## src/rtl/bf_pkg.sv

```systemverilog
// Shared tape-machine encodings: op codes, program word constants and sequencer states.
// Used by the op sequencer and the tape control unit so the op encoding is defined once.
package bf_pkg;

  typedef enum logic [2:0] {
    OP_RIGHT = 3'd0,
    OP_LOAD  = 3'd1,
    OP_LEFT  = 3'd2,
    OP_INC   = 3'd3,
    OP_DEC   = 3'd4,
    OP_OPEN  = 3'd5,
    OP_CLOSE = 3'd6,
    OP_OUT   = 3'd7
  } op_e;

  localparam logic [3:0] WORD_HALT  = 4'b1000;
  localparam logic [3:0] WORD_OPEN  = 4'b0101;
  localparam logic [3:0] WORD_CLOSE = 4'b0110;

  typedef enum logic [3:0] {
    ST_IDLE,
    ST_FETCH,
    ST_DECODE,
    ST_ISSUE,
    ST_EVAL,
    ST_SCAN_FWD,
    ST_SCAN_BACK,
    ST_HALT,
    ST_ERROR
  } seq_state_e;

endpackage

```

## src/rtl/bf_depth_ctr.sv

```systemverilog
// Bracket nesting counter: load-to-one, saturating up/down; one-cycle update,
// flags combinational from the registered count, no backpressure.
module bf_depth_ctr #(
  parameter int DEPTH_W = 8
) (
  input  logic               clk,
  input  logic               rst,
  input  logic               load_one,
  input  logic               inc,
  input  logic               dec,
  output logic [DEPTH_W-1:0] depth,
  output logic               zero,
  output logic               at_max
);

  always_ff @(posedge clk) begin
    if (rst) begin
      depth <= '0;
    end else if (load_one) begin
      depth <= DEPTH_W'(1);
    end else if (inc && !at_max) begin
      depth <= depth + DEPTH_W'(1);
    end else if (dec && !zero) begin
      depth <= depth - DEPTH_W'(1);
    end
  end

  assign zero   = (depth == '0);
  assign at_max = (depth == '1);

endmodule

```

## src/rtl/bf_op_sequencer.sv

```systemverilog
// Program fetch/decode front end with internal bracket resolution; 3 cycles min per issued op,
// op held on op_valid until op_ready, loop scans take 2 cycles per skipped word.
module bf_op_sequencer
  import bf_pkg::*;
#(
  parameter int ADDR_W  = 8,
  parameter int DEPTH_W = 8
) (
  input  logic              clk,
  input  logic              rst,
  input  logic              start,
  output logic [ADDR_W-1:0] prog_addr,
  output logic              prog_rd,
  input  logic [3:0]        prog_data,
  output logic [2:0]        op,
  output logic              op_valid,
  input  logic              op_ready,
  input  logic              cell_zero,
  output logic              busy,
  output logic              halted,
  output logic              error,
  output logic [ADDR_W-1:0] pc
);

  seq_state_e        state_q, state_d;
  logic [ADDR_W-1:0] pc_q, pc_d;
  op_e               op_q, op_d;
  logic              scan_dec_q, scan_dec_d;

  logic               dc_load, dc_inc, dc_dec;
  logic [DEPTH_W-1:0] depth;
  logic               depth_zero, depth_max, depth_one;

  logic              pc_top, pc_bot;
  logic [ADDR_W-1:0] pc_inc, pc_dec, adv_pc;
  seq_state_e        adv_state;
  logic              w_open, w_close, w_halt;

  bf_depth_ctr #(.DEPTH_W(DEPTH_W)) u_depth (
    .clk      (clk),
    .rst      (rst),
    .load_one (dc_load),
    .inc      (dc_inc),
    .dec      (dc_dec),
    .depth    (depth),
    .zero     (depth_zero),
    .at_max   (depth_max)
  );

  assign depth_one = (depth == DEPTH_W'(1));
  assign pc_top    = (pc_q == '1);
  assign pc_bot    = (pc_q == '0);
  assign pc_inc    = pc_q + ADDR_W'(1);
  assign pc_dec    = pc_q - ADDR_W'(1);
  // Moving to the next word parks on the offending address instead of wrapping.
  assign adv_pc    = pc_top ? pc_q : pc_inc;
  assign adv_state = pc_top ? ST_ERROR : ST_FETCH;
  assign w_open    = (prog_data == WORD_OPEN);
  assign w_close   = (prog_data == WORD_CLOSE);
  assign w_halt    = (prog_data == WORD_HALT);

  always_ff @(posedge clk) begin
    if (rst) begin
      state_q    <= ST_IDLE;
      pc_q       <= '0;
      op_q       <= OP_RIGHT;
      scan_dec_q <= 1'b0;
    end else begin
      state_q    <= state_d;
      pc_q       <= pc_d;
      op_q       <= op_d;
      scan_dec_q <= scan_dec_d;
    end
  end

  always_comb begin
    state_d    = state_q;
    pc_d       = pc_q;
    op_d       = op_q;
    scan_dec_d = 1'b0;
    dc_load    = 1'b0;
    dc_inc     = 1'b0;
    dc_dec     = 1'b0;
    prog_rd    = 1'b0;
    op_valid   = 1'b0;
    case (state_q)
      ST_IDLE, ST_HALT, ST_ERROR: begin
        if (start) begin
          pc_d    = '0;
          state_d = ST_FETCH;
        end
      end
      ST_FETCH: begin
        prog_rd = 1'b1;
        state_d = ST_DECODE;
      end
      ST_DECODE: begin
        if (!prog_data[3]) begin
          op_d    = op_e'(prog_data[2:0]);
          state_d = (w_open || w_close) ? ST_EVAL : ST_ISSUE;
        end else if (w_halt) begin
          state_d = ST_HALT;
        end else begin
          pc_d    = adv_pc;
          state_d = adv_state;
        end
      end
      ST_ISSUE: begin
        op_valid = 1'b1;
        if (op_ready) begin
          pc_d    = adv_pc;
          state_d = adv_state;
        end
      end
      ST_EVAL: begin
        // cell_zero is only meaningful once the control unit is idle.
        if (op_ready) begin
          if (op_q == OP_OPEN && cell_zero) begin
            dc_load = 1'b1;
            if (pc_top) state_d = ST_ERROR;
            else begin
              pc_d    = pc_inc;
              state_d = ST_SCAN_FWD;
            end
          end else if (op_q == OP_CLOSE && !cell_zero) begin
            dc_load = 1'b1;
            if (pc_bot) state_d = ST_ERROR;
            else begin
              pc_d    = pc_dec;
              state_d = ST_SCAN_BACK;
            end
          end else begin
            pc_d    = adv_pc;
            state_d = adv_state;
          end
        end
      end
      ST_SCAN_FWD: begin
        if (!scan_dec_q) begin
          prog_rd    = 1'b1;
          scan_dec_d = 1'b1;
        end else if (w_halt || (w_open && depth_max) || (w_close && depth_zero)) begin
          state_d = ST_ERROR;
        end else if (w_close && depth_one) begin
          dc_dec  = 1'b1;
          pc_d    = adv_pc;
          state_d = adv_state;
        end else begin
          dc_inc = w_open;
          dc_dec = w_close;
          if (pc_top) state_d = ST_ERROR;
          else pc_d = pc_inc;
        end
      end
      ST_SCAN_BACK: begin
        if (!scan_dec_q) begin
          prog_rd    = 1'b1;
          scan_dec_d = 1'b1;
        end else if (w_halt || (w_close && depth_max) || (w_open && depth_zero)) begin
          state_d = ST_ERROR;
        end else if (w_open && depth_one) begin
          // Matching '[' found: resume just after it, like the forward case.
          dc_dec  = 1'b1;
          pc_d    = adv_pc;
          state_d = adv_state;
        end else begin
          dc_inc = w_close;
          dc_dec = w_open;
          if (pc_bot) state_d = ST_ERROR;
          else pc_d = pc_dec;
        end
      end
      default: state_d = ST_ERROR;
    endcase
  end

  assign prog_addr = pc_q;
  assign pc        = pc_q;
  assign op        = op_q;
  assign halted    = (state_q == ST_HALT);
  assign error     = (state_q == ST_ERROR);
  assign busy      = !(state_q == ST_IDLE || state_q == ST_HALT || state_q == ST_ERROR);

endmodule

```

## config.mk

```make
export PLATFORM = sky130hd
export DESIGN_NAME = bf_op_sequencer
export DESIGN_NICKNAME = d
export VERILOG_FILES = /design/src/rtl/bf_pkg.sv /design/src/rtl/bf_depth_ctr.sv /design/src/rtl/bf_op_sequencer.sv
export SDC_FILE = /design/constraint.sdc
export NUM_CORES = 1
export LEC_CHECK = 0
export CAP_MARGIN = 5
export CORE_UTILIZATION = 56
export DETAILED_ROUTE_END_ITERATION = 16
export PLACE_DENSITY = 0.91
export SLEW_MARGIN = 20
export SYNTH_ARGS = -nofsm -noshare
export SYNTH_HDL_FRONTEND = slang
export SYNTH_SLANG_ARGS = --single-unit
```

## constraint.sdc

```tcl
create_clock -name clk -period 2.3 [get_ports clk]
set_clock_uncertainty 0.1 [all_clocks]
set_input_delay 0.46 -clock clk [delete_from_list [all_inputs] [get_ports clk]]
set_output_delay 0.46 -clock clk [all_outputs]
set_load 0.1 [all_outputs]
```

==> flow_metrics.tcl, run 1 <==
set metrics [dict create \
    outcome "complete, no violations" \
    hold_path_end "op[2]" \
    place_ws_ps -424 \
    drt-vias-per-instance 6.69 \
    synthDominantCellAreaShare_pct 19.1 \
    crit_path_end_kind "output port" \
    grt_pass1_vias 2404 \
    worstSkewPairLatency_ps 290 \
    numCtsBuffers 3 \
    drc 0 \
    n_fill_cell 318 \
    ys_top_cells_by_area "dfxtp_1, nor2_1, ha_1, buf_4, xor2_1" \
    netlist_instances 312 \
    core_mm2 0.00414 \
    hp-start "op[2]" \
    hold_buffers 0 \
    fin_crit_sh_pct 96.5 \
    ys_async_sr_fraction_pct 0 \
    tightest_slew_ps 616 \
    fin_ws_ps 79.5 \
    reg2reg_depth 7 \
    drive_above_1_share_pct 33.1 \
    die_y_um 69.0 \
    period_minus_slack_ps 2220 \
    std_cell_rows 23 \
    drt_first_pass_iters 5 \
    synth_top_area_cell "dfxtp_1" \
    report.final.slew_viol_count 0 \
    p_leak_nw 1.24 \
    wl_per_cell_um 18.6 \
    synth_edf_count 0 \
    io_pins 33 \
    synth-seq-cells 24 \
    relSlewSlack_pct 58.6 \
    die_width_um 69.0 \
    synth_fp_nets 328 \
    cap_violations 0 \
    syn_avg_cell_area_um2 8.06 \
    wirelength_um 7640 \
    dieArea_mm2 0.00476 \
    globalplace.congestion 1.03 \
    power.total_mw 3.09 \
    vias 2744 \
    initial_core_util_pct 60.7 \
    reg2reg_slack_ps 120 \
    grt_first_pass_wirelength_um 12200 \
    overflow 0 \
    synth_commonest_cells "nor2_1, dfxtp_1, nand2_1" \
    htree_levels 1 \
    track_usage_pct 35.0 \
    nets 377 \
    drt_iter0_drc 292 \
    clk_pin_slew_ps 100 \
    cts_tree "done" \
    timing.rr.start "state_q[3]" \
    critical_path_arrival_ps 1660 \
    cts.sink_count 24 \
    antenna_found_initial 0 \
    final_area_mm2 0.00314 \
    crit_fanout 15 \
    ys_types 79 \
    hold_viol_final 0 \
    cp.required_ps 1740 \
    syn_area_mm2 0.00251 \
    power.density_mw_per_mm2 982 \
    synthFlopType "dfxtp_1" \
    whs_path_depth 2 \
    critPathKind "flip-flop to output port" \
    hpwl_um 5690 \
    vdd_drop_max_mv 0.789 \
    r2r_end "pc[3]" \
    grt_max_degree 16 \
    clock.fmax_mhz 450 \
    cts_buffer_depth 2 \
    worst_setup_path_start_kind "flip-flop" \
    diodes 0 \
    ys_seq_area_share_pct 19.1 \
    synth_warnings 0 \
    setup_viol 0 \
    post_dp_cell_area_mm2 0.00305 \
    rsz0062_at_grt "no" \
    min_path_type "flip-flop to flip-flop" \
    syn2layout_area_growth_pct 25.0 \
    cts_setup_buffers 0 \
    ant_nets 0 \
    synth.most_common_cell "nor2_1" \
    cts_root_buf "clkbuf_8" \
    port_buffers 32 \
]
[final cells by class]
type                            instances  area (um^2)  area share (%)
Inverter                                9         33.8            1.08
Clock buffer                            3         41.3            1.31
Multi-Input combinational cell        250         1840            58.6
Timing Repair Buffer                   73          629            20.0
Tap cell                               50         62.6            1.99
Sequential cell                        24          504            16.0
Clock inverter                          1         30.0           0.956
[layer usage]
| metal | GRT usage (%) | wire, um |
|---|---|---|
| met2 | 51.2 | 3330 |
| met4 | 13.0 | 178 |
| met5 | 0 | 0 |
| met1 | 47.6 | 3280 |
| met3 | 10.9 | 848 |
[through the flow]
step / hold slack, ps / setup TNS, ps / instances / util, %
6_report: 457 / 0 / 410 / 75.8
5_1_grt: 495 / 0 / 410 / 75.8
4_1_cts: 459 / 0 / 410 / 75.6
3_5_place_dp: 437 / -7100 / 405 / 73.6
3_3_place_gp: 416 / -5730 / 405 / 73.6
2_1_floorplan: 461 / -299 / 312 / -
[critical path: stages, from the launching register on]
cell,delay [ps]
dfxtp_1,360
buf_6,160
or3_1,370
buf_4,170
nor2_2,120
buf_12,190
[placed cells by master (no fill, tap or decap), types with 4 or more instances in the layout]
cell type        count
dlygate4sd2_1        4
inv_1                8
nor3_1               9
o21ai_1              5
buf_12               5
mux2i_1              4
nand2_1             18
and2_1               5
nor4_1               5
nand4_1              8
and3_1               7
clkdlybuf4s50_1      4
o22ai_1             11
xnor2_1              5
a21oi_1             11
nand4bb_1            5
dfxtp_2             10
o21ai_0              7
buf_4               59
ha_1                 7
o211ai_1             4
nor2_1              29
xor2_1               8
nand3_1             10
dfxtp_1             11
[power breakdown]
part	internal, mW	leakage (nW)	switching, mW	total, mW
Sequential	0.467	0.201	0.120	0.587
Clock	0.233	0.0357	0.160	0.394
Combinational	0.809	1.01	1.30	2.10
[how the worst max path moves through the flow]
stage / start / end / slack [ps] / cells after the start
floorplan: state_q[0] / state_q[3] / -230 / 8
global placement: prog_data[3] / pc[1] / -360 / 7
detailed placement: prog_data[3] / pc[3] / -420 / 7
CTS: state_q[0] / prog_rd / 50 / 5
global route: op_ready / pc[3] / 4 / 7
finish: state_q[2] / error / 80 / 5
[sequential cells by signal (all words and copies together), names as in the netlist]
signal	count
pc	8
state_q	4
u_depth.depth	8
op	3
scan_dec_q	1
[kinds of logic after synthesis]
family | synth area share (%)
xor gates and xnor gates | 4.53
and+or+nand+nor | 35.6
AOI/OAI and AO/OA | 26.9
adders and majority gates | 3.48
muxes | 1.59
buffers and inverters | 8.76
DFF | 19.1
[repair_timing]
action,in CTS,in global routing
gates cloned,1,0
pin swaps,1,0
endpoints found under the setup margin,19,3
resized for setup,8,3
Note: power is estimated with default switching activity, not from simulation.
==> run 2, diff against run 1 <==
==> constraint.sdc (replaced) <==
create_clock -name clk -period 2.1 [get_ports clk]
set_clock_uncertainty 0.1 [all_clocks]
set_input_delay 0.42 -clock clk [delete_from_list [all_inputs] [get_ports clk]]
set_output_delay 0.42 -clock clk [all_outputs]
set_load 0.1 [all_outputs]
==> flow_metrics.tcl, run 2 <==
set metrics [dict create \
    ys_async_sr_fraction_pct 0 \
    synth_edf_count 0 \
    initial_core_util_pct 60.7 \
    ys_seq_area_share_pct 19.1 \
    io_pins 33 \
    synth.most_common_cell "nor2_1" \
    firstError "[ERROR GRT-0232] Routing congestion too high. Check the congestion heatmap in the GUI." \
    die_width_um 69.0 \
    synth_fp_nets 328 \
    globalplace.congestion 1.03 \
    syn_avg_cell_area_um2 8.06 \
    htree_levels 1 \
    lastStage "global routing" \
    netlist_instances 312 \
    synth_commonest_cells "nor2_1, dfxtp_1, nand2_1" \
    grt_max_degree 15 \
    post_dp_cell_area_mm2 0.00333 \
    cts_root_buf "clkbuf_8" \
    outcome "aborted with a tool error" \
    ys_top_cells_by_area "dfxtp_1, nor2_1, ha_1, buf_4, xor2_1" \
    syn_area_mm2 0.00251 \
    numCtsBuffers 3 \
    crit_endpoint "pc[7]$_SDFFE_PP0P_/D" \
    std_cell_rows 23 \
    cts_buffer_depth 2 \
    overflow 2 \
    hpwl_um 6120 \
    port_buffers 32 \
    cts.sink_count 24 \
    track_usage_pct 75.4 \
    worst-endpoint-pin-kind "register data pin" \
    synthDominantCellAreaShare_pct 19.1 \
    synth_top_area_cell "dfxtp_1" \
    synth_warnings 0 \
    synthFlopType "dfxtp_1" \
    synth-seq-cells 24 \
    ys_types 79 \
    die_y_um 69.0 \
]
-- run 2: cell counts after synthesis --
Identical to the previous run, type by type.
-- run 2: timing repair --
item,CTS
gates resized for setup,46
hold buffers,0
pin swaps,18
hold endpoints to repair,0
buffers inserted,23
endpoints found under the setup margin,24
-- run 2: routing by layer --
| metal | overflow | global-route usage (%) |
|---|---|---|
| met4 | 1 | 73.2 |
| met3 | 0 | 59.7 |
| met1 | 0 | 79.2 |
| met2 | 1 | 87.3 |
| met5 | 0 | 35.0 |
-- run 2: kinds of logic after synthesis --
kind of cell,Yosys count,share of synthesized area (%)
AND/OR/NAND/NOR,140,35.6
AO/OA/AOI/OAI,85,26.9
buffers and inverters,39,8.76
flip-flops,24,19.1
XOR/XNOR,13,4.53
adder cells (fa/ha/maj),7,3.48
multiplexers,4,1.59
-- run 2: per-stage QoR --
| stage | worst slack (ps) | util, % | instances | TNS (ps) |
|---|---|---|---|---|
| after detailed placement | -638 | 80.3 | 417 | -10610 |
| after global placement | -525 | 80.3 | 417 | -8910 |
| after CTS | -5.00 | 89.9 | 444 | -7.50 |
| after floorplan | -83.1 | - | 312 | -83.1 |
==> run 3, diff against run 2 <==
--- a/config.mk
+++ b/config.mk
@@ -6,9 +6,9 @@
 export NUM_CORES = 1
 export LEC_CHECK = 0
 export CAP_MARGIN = 5
-export CORE_UTILIZATION = 56
+export CORE_UTILIZATION = 40
 export DETAILED_ROUTE_END_ITERATION = 16
-export PLACE_DENSITY = 0.91
+export PLACE_DENSITY_LB_ADDON = 0.15
 export SLEW_MARGIN = 20
 export SYNTH_ARGS = -nofsm -noshare
 export SYNTH_HDL_FRONTEND = slang
==> flow_metrics.tcl, run 3 (synthesized netlist as in run 1, its figures left out) <==
set metrics [dict create \
    outcome "complete, no violations" \
    critical-path-max-stage-delay_ps 340 \
    grt_pass1_vias 2517 \
    critPathTopFamily "buffers and inverters" \
    track_usage_pct 25.2 \
    cts_tree "done" \
    timing.rr.start "state_q[0]" \
    tightest_slew_ps 441 \
    die_y_um 81.3 \
    antenna_found_initial 0 \
    drc 0 \
    worst_setup_path_start_kind "flip-flop" \
    hold_viol_final 0 \
    clock.fmax_mhz 483 \
    crit_start "state_q[1]" \
    hp-start "u_depth.depth[4]" \
    rsz0062_at_grt "yes" \
    wl_per_cell_um 17.6 \
    grt-busiest-layer "met2" \
    cp.required_ps 1580 \
    crit_chain "buf_12, nand2b_1, buf_4, a21oi_2, o21a_2, buf_12" \
    layout_common_cells "buf_4, nor2_1, buf_12" \
    port_buffers 32 \
    wirelength_um 8370 \
    dieArea_mm2 0.00660 \
    fin_crit_sh_pct 98.6 \
    cp_common_cell "buf_12" \
    crit_fanout 15 \
    drt-vias-per-instance 6.01 \
    die_width_um 81.3 \
    hold-worst-slack_ps 464 \
    nets 417 \
    cts.sink_count 24 \
    place_ws_ps -571 \
    power.density_mw_per_mm2 963 \
    report.final.slew_viol_count 0 \
    drt_iter0_drc 261 \
    clk_pin_slew_ps 100 \
    critPathKind "flip-flop to output port" \
    worstSkewPairLatency_ps 270 \
    critical_path_arrival_ps 1550 \
    n_fill_cell 513 \
    cap_violations 0 \
    diodes 0 \
    setup_viol 0 \
    vdd_drop_max_mv 1.20 \
    slowest_stage "dfxtp_2" \
    crit_path_end_kind "output port" \
    std_cell_rows 28 \
    vias 2855 \
    hold_buffers 0 \
    grt_max_degree 16 \
    gr-usage-met1_pct 35.7 \
    ant_nets 0 \
    final_util_pct 64.8 \
    io_pins 33 \
    syn2layout_area_growth_pct 54.6 \
    grt_first_pass_wirelength_um 12700 \
    cts_buffer_depth 2 \
    htree_levels 1 \
    worst-path-buf-inv 3 \
    period_minus_slack_ps 2070 \
    min_path_type "flip-flop to flip-flop" \
    grt.met2_usage_pct 40.2 \
    fin_ws_ps 30.0 \
    p_leak_nw 1.54 \
    drt_first_pass_iters 5 \
    initial_core_util_pct 42.0 \
    hpwl_um 6410 \
    core_mm2 0.00599 \
    grtUsageMet3_pct 3.82 \
    numCtsBuffers 3 \
    cts_root_buf "clkbuf_8" \
    relSlewSlack_pct 70.4 \
    final_common_cell "buf_4" \
    overflow 0 \
    drive_above_1_share_pct 49.8 \
    globalplace.congestion 0.915 \
]
-- run 3: per-stage QoR --
stage	cells	TNS [ps]	power (mW)	cell area [um^2]
after global routing	475	-199	3.91	3880
after CTS	468	0	3.50	3680
after detailed placement	462	-9970	3.09	3550
final	475	0	3.74	3880
after floorplan	312	-83.1	2.28	2630
after global placement	462	-8570	3.08	3550
-- run 3: report_power, final --
part	leakage [nW]	internal [mW]	total, mW	switching, mW
clock	0.0228	0.136	0.302	0.166
sequential	0.207	0.516	0.584	0.0683
combinational	1.31	1.25	2.86	1.60
total	1.54	1.91	3.74	1.84
-- run 3: layout make-up --
type | instances | area, um^2 | share of cell area, %
multi-input combinational | 249 | 2080 | 53.6
timing repair buffer | 114 | 1100 | 28.3
sequential | 24 | 531 | 13.7
tap | 75 | 93.8 | 2.42
clock buffer | 4 | 45.0 | 1.16
inverter | 9 | 33.8 | 0.870
-- run 3: worst min-delay path, cell delays in order, from the launching register on --
cell and delay (ps):
dfxtp_2 380, xor2_1 80, nor2_1 70
-- run 3: worst paths after layout --
kind              cells past startpoint  slack (ps)                to
setup / recovery                      6          30           prog_rd
hold reg to reg                       2         460  u_depth.depth[4]
hold / removal                        2         460  u_depth.depth[4]
setup reg to reg                      7          30  u_depth.depth[7]
-- run 3: what timing repair did --
item / CTS / global route
setup buffers: 3 / 7
setup endpoints to repair: 23 / 24
pin swaps: 7 / 21
resized for setup: 24 / 41
cloned: 0 / 0
-- run 3: layer usage --
metal / vias up / wire length (um)
met5: - / 0
met3: 11 / 378
li1: 1366 / -
met4: 0 / 132
met1: 1376 / 3880
met2: 102 / 3970
